$ cat src/rtl/cpu_pkg.sv
//------------------------------------------------------------------------------
// cpu_pkg : forwarding-select encodings and scoreboard slot layout shared by
//           the decode-stage hazard controller.
// Revision: 1.0
//------------------------------------------------------------------------------
`default_nettype none

package cpu_pkg;

  localparam int RADDR_W = 5;

  localparam logic [1:0] FWD_RF  = 2'd0;
  localparam logic [1:0] FWD_EX  = 2'd1;
  localparam logic [1:0] FWD_MEM = 2'd2;
  localparam logic [1:0] FWD_WB  = 2'd3;

  typedef struct packed {
    logic               v;
    logic               we;
    logic [RADDR_W-1:0] dest;
    logic               ld;
  } sb_slot_t;

endpackage

`default_nettype wire

$ cat src/rtl/hz_match.sv
//------------------------------------------------------------------------------
// hz_match : priority matcher of one source operand against the EX/MEM/WB
//            scoreboard slots; youngest writer wins.
// Revision: 1.0
//------------------------------------------------------------------------------
`default_nettype none

module hz_match
  import cpu_pkg::*;
(
  input  logic [RADDR_W-1:0] src_i,
  input  logic               used_i,
  input  sb_slot_t           ex_i,
  input  sb_slot_t           mem_i,
  input  sb_slot_t           wb_i,
  output logic [1:0]         fwd_sel_o,
  output logic               load_hit_o
);

  logic w_rd_ok;
  logic w_hit_ex;
  logic w_hit_mem;
  logic w_hit_wb;

  // r0 reads as zero, so it never takes a forwarded value
  assign w_rd_ok   = used_i & (src_i != '0);
  assign w_hit_ex  = w_rd_ok & ex_i.v  & ex_i.we  & (ex_i.dest  == src_i);
  assign w_hit_mem = w_rd_ok & mem_i.v & mem_i.we & (mem_i.dest == src_i);
  assign w_hit_wb  = w_rd_ok & wb_i.v  & wb_i.we  & (wb_i.dest  == src_i);

  always_comb begin
    fwd_sel_o = FWD_RF;
    if (w_hit_ex)       fwd_sel_o = FWD_EX;
    else if (w_hit_mem) fwd_sel_o = FWD_MEM;
    else if (w_hit_wb)  fwd_sel_o = FWD_WB;
  end

  assign load_hit_o = w_hit_ex & ex_i.ld;

endmodule

`default_nettype wire

$ cat src/rtl/id_hazard_ctrl.sv
//------------------------------------------------------------------------------
// id_hazard_ctrl : decode-stage interlock and forwarding scheduler driven by a
//                  shadow scoreboard of in-flight EX/MEM/WB register writers.
// Revision: 1.0
//------------------------------------------------------------------------------
`default_nettype none

module id_hazard_ctrl #(
  parameter int RADDR_W = 5,
  parameter int CNT_W   = 32
) (
  input  logic               clk,
  input  logic               reset,
  input  logic               id_valid,
  input  logic               id_cancel,
  input  logic [RADDR_W-1:0] id_src1,
  input  logic               id_src1_used,
  input  logic [RADDR_W-1:0] id_src2,
  input  logic               id_src2_used,
  input  logic               id_gr_we,
  input  logic [RADDR_W-1:0] id_dest,
  input  logic               id_is_load,
  input  logic               EX_allow_in,
  input  logic               ex_fire,
  input  logic               mem_fire,
  input  logic               wb_fire,
  output logic               ID_ready_go,
  output logic [1:0]         fwd_sel1,
  output logic [1:0]         fwd_sel2,
  output logic [CNT_W-1:0]   stall_cnt
);

  import cpu_pkg::*;

  sb_slot_t          ex_q, ex_d;
  sb_slot_t          mem_q, mem_d;
  sb_slot_t          wb_q, wb_d;
  logic [CNT_W-1:0]  cnt_q, cnt_d;
  logic              load_hit1, load_hit2;
  logic              id_live, id_fire, stall;

  hz_match u_match1 (
    .src_i      (id_src1),
    .used_i     (id_src1_used),
    .ex_i       (ex_q),
    .mem_i      (mem_q),
    .wb_i       (wb_q),
    .fwd_sel_o  (fwd_sel1),
    .load_hit_o (load_hit1)
  );

  hz_match u_match2 (
    .src_i      (id_src2),
    .used_i     (id_src2_used),
    .ex_i       (ex_q),
    .mem_i      (mem_q),
    .wb_i       (wb_q),
    .fwd_sel_o  (fwd_sel2),
    .load_hit_o (load_hit2)
  );

  // Squashed or empty decode slots never hold the pipeline back
  assign id_live     = id_valid & ~id_cancel;
  assign stall       = id_live & (load_hit1 | load_hit2);
  assign ID_ready_go = ~stall;
  assign id_fire     = id_live & ID_ready_go & EX_allow_in;
  assign stall_cnt   = cnt_q;

  always_comb begin
    ex_d = ex_q;
    if (id_fire) begin
      ex_d.v    = 1'b1;
      ex_d.we   = id_gr_we;
      ex_d.dest = id_dest;
      ex_d.ld   = id_is_load;
    end else if (ex_fire) begin
      ex_d.v = 1'b0;
    end

    mem_d = mem_q;
    if (ex_fire)       mem_d   = ex_q;
    else if (mem_fire) mem_d.v = 1'b0;

    wb_d = wb_q;
    if (mem_fire)     wb_d   = mem_q;
    else if (wb_fire) wb_d.v = 1'b0;

    cnt_d = cnt_q;
    if (stall && (cnt_q != '1)) cnt_d = cnt_q + 1'b1;
  end

  always_ff @(posedge clk or posedge reset) begin
    if (reset) begin
      ex_q  <= '0;
      mem_q <= '0;
      wb_q  <= '0;
      cnt_q <= '0;
    end else begin
      ex_q  <= ex_d;
      mem_q <= mem_d;
      wb_q  <= wb_d;
      cnt_q <= cnt_d;
    end
  end

endmodule

`default_nettype wire

$ cat config.mk
export PLATFORM = sky130hd
export DESIGN_NAME = id_hazard_ctrl
export DESIGN_NICKNAME = d
export VERILOG_FILES = /design/src/rtl/cpu_pkg.sv /design/src/rtl/hz_match.sv /design/src/rtl/id_hazard_ctrl.sv
export SDC_FILE = /design/constraint.sdc
export NUM_CORES = 1
export LEC_CHECK = 0
export ABC_AREA = 1
export BUFFER_PORTS_ARGS = -buffer_cell sky130_fd_sc_hd__buf_2
export CORE_MARGIN = 2
export CORE_UTILIZATION = 35
export DETAILED_ROUTE_END_ITERATION = 7
export HOLD_SLACK_MARGIN = 0.03
export PLACE_DENSITY = 0.62
export REMOVE_ABC_BUFFERS = 1
export SYNTH_ARGS = -nofsm -noshare
export SYNTH_HDL_FRONTEND = slang
export SYNTH_SLANG_ARGS = --single-unit
$ cat constraint.sdc
create_clock -name clk -period 2.3 [get_ports clk]
set_input_delay 0.115 -clock clk [delete_from_list [all_inputs] [get_ports clk]]
set_output_delay 0.115 -clock clk [all_outputs]
set_load 0.005 [all_outputs]
==> results_dict.tcl, run 1 <==
set metrics [dict create \
    outcome "complete, no violations" \
    n_antenna_cell 0 \
    syn_area_per_cell_um2 6.67 \
    drv_cap 0 \
    slew_viol_final 0 \
    power_frac_comb 0.148 \
    p_int_mw 1.45 \
    crit_fanout 17 \
    synthAdderAreaFrac 0.00335 \
    rsz0062_at_grt "no" \
    num_vias 3876 \
    grt.total_usage 0.197 \
    clock_skew_ps 6.86 \
    final_antenna_net_count 0 \
    fin_crit_ps 2060 \
    clock_latency_ps 320 \
    ys_ff_latch 54 \
    yosys_warnings 0 \
    synthCells 561 \
    floorplan.initialDensity 0.361 \
    tightest_slew_ps 551 \
    required_ps 2180 \
    antenna_found_initial 0 \
    rows 37 \
    vdd_drop_max_mv 0.310 \
    synth_compound_area_frac 0.0515 \
    drive_gt1_frac 0.149 \
    synth_edf_count 0 \
    grt_pass1_vias 3712 \
    io-pin-count 64 \
    hp-class "input pin to register" \
    gp_congestion 0.877 \
    postCtsSetupBuffers 0 \
    drc 0 \
    dp_hpwl_um 8160 \
    clockPowerShare 0.328 \
    ys_types 31 \
    cp_cell_sequence "inv_1 -> nand2_1 -> nand2_1 -> nand2_1 -> nor2_1 -> nand4_1 -> nand2_4 -> nand2_1 -> buf_2" \
    max_stage_delay_ps 470 \
    power_switching_mw 0.605 \
    critical_path_class "register to primary output" \
    p_leak_nw 2.27 \
    drtIter0Drc 188 \
    start_kind "register" \
    die_area_mm2 0.0115 \
    nNetsFinal 659 \
    grt_max_degree 34 \
    netSwitchingFraction 0.294 \
    arrival_ps 1940 \
    grt_first_pass_wirelength_um 18100 \
    portBuffers 63 \
    synthMuxAreaShare 0 \
    async_flop_share 1.00 \
    wl_um 11000 \
    grt_overflow 0 \
    critPathCaptureType "primary output" \
    cp_common_cell "nand2_1" \
    clk_pin_slew_worst_paths_ps 110 \
    core_mm2 0.0104 \
    viasPerCell 5.05 \
    clock_path_buffers 2 \
    setup_viol 0 \
    relSlewSlack 0.632 \
    synth.yosys.seq_area_share 0.361 \
    die_h_um 107 \
    synth-xor-area-share 0.0679 \
    area_growth_pct 17.7 \
    finalSetupTns_ps 0 \
    wl_per_cell_um 14.3 \
    seqPwrFrac 0.524 \
    ys.flop_type "dfrtp_1" \
    power_density_mw_per_mm2 467 \
    finalHoldViolCount 0 \
    synthSimpleGateAreaFrac 0.443 \
    firstDrtPassIters 5 \
    cts_buffers 5 \
    clock.fmax_ghz 0.486 \
    ctsRootBufferMaster "clkbuf_8" \
    timing.hold.ws_ps 67.1 \
    htree_levels 2 \
    synth_top_family_by_area "simple AND/OR/NAND/NOR gates" \
    cts_tree "built" \
    synth_area_mm2 0.00374 \
    critical-path-slowest-cell "dfrtp_1" \
    period_share 0.894 \
    cts.sinks 54 \
    die_x_um 107 \
    fillers 1141 \
]
## critical path, delay by kind of cell, from the launching register on
kind / cells / cell delay, ps
buf+inv: 2 / 270
flops: 1 / 470
simple gates: 7 / 890
## cell usage after synthesis, drive strengths merged, types with 2 or more instances
library cell / count / area [um^2]
nand3b: 16 / 133
inv: 49 / 184
a21oi: 7 / 35.0
nor2: 69 / 274
nor3: 4 / 20.0
nand3: 16 / 85.1
xnor2: 11 / 96.3
clkbuf: 6 / 22.5
buf: 9 / 66.3
o22ai: 2 / 12.5
nand4: 39 / 259
o21ai: 23 / 115
dfrtp: 54 / 1350
nand2: 231 / 872
xor2: 18 / 158
## per-layer routing
layer | wire length [um] | part of all wire | track usage
met2 | 5240 | 0.48 | 0.334
met1 | 4850 | 0.44 | 0.254
met4 | 255 | 0.023 | 0.0614
met3 | 642 | 0.058 | 0.0363
met5 | 0 | 0 | 0
## power by group through the flow
stage	combinational (mW)	clock, mW	sequential [mW]
CTS	0.305	0.693	1.08
global placement	0.286	0	1.09
finish	0.304	0.675	1.08
global route	0.355	0.733	1.09
detailed placement	0.292	0	1.10
floorplan	0.197	0	1.07
## cell type report
type / instances / area (um^2) / share of cell area
clock buffer: 5 / 68.8 / 0.0156
timing repair buffer: 78 / 460 / 0.105
inverter: 49 / 184 / 0.0418
multi-input combinational: 443 / 2120 / 0.482
clock inverter: 3 / 43.8 / 0.00995
tap: 136 / 170 / 0.0387
sequential: 54 / 1350 / 0.307
## cell families after synthesis
logic type / after synthesis
AO/OA/AOI/OAI: 36
adder cells (fa/ha/maj): 1
AND/OR/NAND/NOR: 377
flip-flops: 54
buffers and inverters: 64
XOR/XNOR: 29
## path summary, 6_finish.rpt
check	start	endpoint	slack, ps	depth (start not counted)
setup / recovery	ex_q[5]	ID_ready_go	240	9
hold / removal	id_dest[4]	ex_q[5]	70	3
setup reg to reg	stall_cnt[0]	stall_cnt[11]	270	9
hold reg to reg	wb_q[6]	wb_q[6]	500	2
max in group asynchronous	reset	stall_cnt[18]	1270	4
min in group asynchronous	reset	ex_q[1]	370	3
## layout by cell type (no fill, tap or decap), types with 2 or more instances in the layout
cell	instances
a21oi_1	7
buf_2	63
buf_4	6
clkbuf_8	5
dfrtp_1	54
dlygate4sd3_1	8
inv_1	43
inv_2	6
nand2_1	229
nand3_1	15
nand3b_1	15
nand4_1	38
nor2_1	64
nor2_2	4
nor3_1	4
o21ai_0	23
o22ai_1	2
xnor2_1	11
xor2_1	18
## per-stage QoR
stage	instance area [um^2]	setup WS [ps]	total power, mW	util	std cells
after detailed placement	4200	290	1.39	0.405	752
after global placement	4200	354	1.38	0.405	752
after global routing	4400	55.8	2.18	0.424	768
after CTS	4400	118	2.07	0.424	768
final	4400	243	2.06	0.424	768
after floorplan	3650	178	1.27	-	546
## flip-flops by register name (all words and copies together), names as in the netlist
register	count
wb_q	7
mem_q	7
stall_cnt	32
ex_q	8
## timing repair
| action | CTS | global route |
|---|---|---|
| endpoints found under the hold margin | 27 | 0 |
| hold buffers | 8 | 0 |
| endpoints found under the setup margin | 0 | 1 |
| resized for setup | 0 | 1 |
Power figures use the tool's default switching activity.
==> inputs of run 2 (changes only) <==
- CORE_MARGIN: 2 -> 3
==> results_dict.tcl, run 2 (synthesis results as in run 1) <==
set metrics [dict create \
    start_kind "register" \
    relSlewSlack 0.659 \
    power_density_mw_per_mm2 451 \
    cts_buffers 5 \
    fin_crit_ps 2010 \
    n_antenna_cell 0 \
    final_cell_count_no_fill 764 \
    gp_congestion 0.887 \
    drive_gt1_frac 0.146 \
    rsz0062_at_grt "no" \
    design_area_mm2 0.00435 \
    firstDrtPassIters 4 \
    clock.fmax_ghz 0.497 \
    critPathCaptureType "primary output" \
    place_area_mm2 0.00419 \
    timing.hold.ws_ps 40.8 \
    grt_first_pass_wirelength_um 17600 \
    dp_hpwl_um 7810 \
    dp.cells 750 \
    clock_path_buffers 2 \
    antenna_found_initial 0 \
    tightest_slew_ps 510 \
    die_x_um 109 \
    setup_viol 0 \
    slew_viol_final 0 \
    outcome "complete, no violations" \
    final_cell_mix "229 x nand2_1, 64 x nor2_1, 63 x buf_2" \
    clock_skew_ps 7.67 \
    cts.sinks 54 \
    crit_fanout 17 \
    largest_reg_flops 32 \
    critical_path_class "register to primary output" \
    vdd_drop_max_mv 0.253 \
    final_antenna_net_count 0 \
    die_area_mm2 0.0120 \
    area_growth_pct 16.4 \
    dp_slack_ps 296 \
    rows 37 \
    grt.total_usage 0.181 \
    period_share 0.876 \
    clk_pin_slew_worst_paths_ps 110 \
    fin_ws_ps 286 \
    nNetsFinal 655 \
    htree_levels 2 \
    hp-class "input pin to register" \
    wl_per_cell_um 13.6 \
    cts_tree "built" \
    num_vias 3753 \
    ctsRootBufferMaster "clkbuf_8" \
    drv_cap 0 \
    grt_overflow 0 \
    p_leak_nw 2.24 \
    floorplan.initialDensity 0.361 \
    reg2reg_slack_ps 320 \
    arrival_ps 1900 \
    die_h_um 109 \
    io-pin-count 64 \
    finalHoldViolCount 0 \
    clock_latency_ps 310 \
    drc 0 \
    portBuffers 63 \
    layout_commonest_cell "nand2_1" \
    core_mm2 0.0104 \
    viasPerCell 4.91 \
    grt_pass1_vias 3610 \
    finalSetupTns_ps 0 \
    wl_um 10400 \
    required_ps 2180 \
    drtIter0Drc 239 \
    grt_max_degree 34 \
]
-- run 2: cell types whose count changed in the layout (fill, tap and decap cells not counted), sizes merged --
cell         change
buf              -2
clkinv           -1
clkinvlp         +1
clkbuf           +1
bufinv           -1
dlygate4sd3      -2
-- run 2: per-stage QoR --
stage | utilization | total power, mW
detailed placement | 0.404 | 1.39
finish | 0.420 | 1.96
global placement | 0.404 | 1.38
global route | 0.420 | 2.08
CTS | 0.419 | 1.99
floorplan | - | 1.27
-- run 2: final timing paths --
path                              start            end  depth (start not counted)
max reg2reg                stall_cnt[0]  stall_cnt[10]                          9
max in group asynchronous         reset   stall_cnt[0]                          4
min reg2reg                     wb_q[6]        wb_q[6]                          2
max                             ex_q[5]    ID_ready_go                          9
min in group asynchronous         reset        wb_q[5]                          3
min                          id_dest[2]        ex_q[3]                          3
-- run 2: per-layer routing --
metal | global-route usage | wire (um) | vias up | part of all wire
li1 | - | - | 1924 | -
met1 | 0.243 | 4770 | 1704 | 0.46
met2 | 0.306 | 4880 | 109 | 0.47
met3 | 0.0311 | 572 | 16 | 0.055
met4 | 0.0419 | 144 | 0 | 0.014
met5 | 0 | 0 | - | 0
-- run 2: area by class of cell --
cell class                      instances  area (um^2)
Tap cell                              136          170
Inverter                               49          184
Clock inverter                          2         16.3
Sequential cell                        54         1350
Timing Repair Buffer                   74          425
Multi-Input combinational cell        443         2120
Fill cell                            1133         6020
Clock buffer                            6         82.6
-- run 2: what timing repair did --
item,4_1_cts,5_1_grt
setup buffers,0,0
gates resized for setup,0,1
endpoints found under the setup margin,0,1
hold endpoints to repair,27,0
hold buffers,6,0
-- run 2: critical path, stage by stage, from the launching register on --
cell and delay (ps):
dfrtp_1 480, inv_1 140, nand2_1 60, nand2_1 70
nand2_1 50, nor2_1 120, nand4_1 190, nand2_4 260
nand2_1 90, buf_2 140
-- run 2: power by group --
part	internal, mW	total [mW]	switching, mW
combinational	0.116	0.300	0.184
clock	0.249	0.585	0.336
sequential	1.01	1.08	0.0721
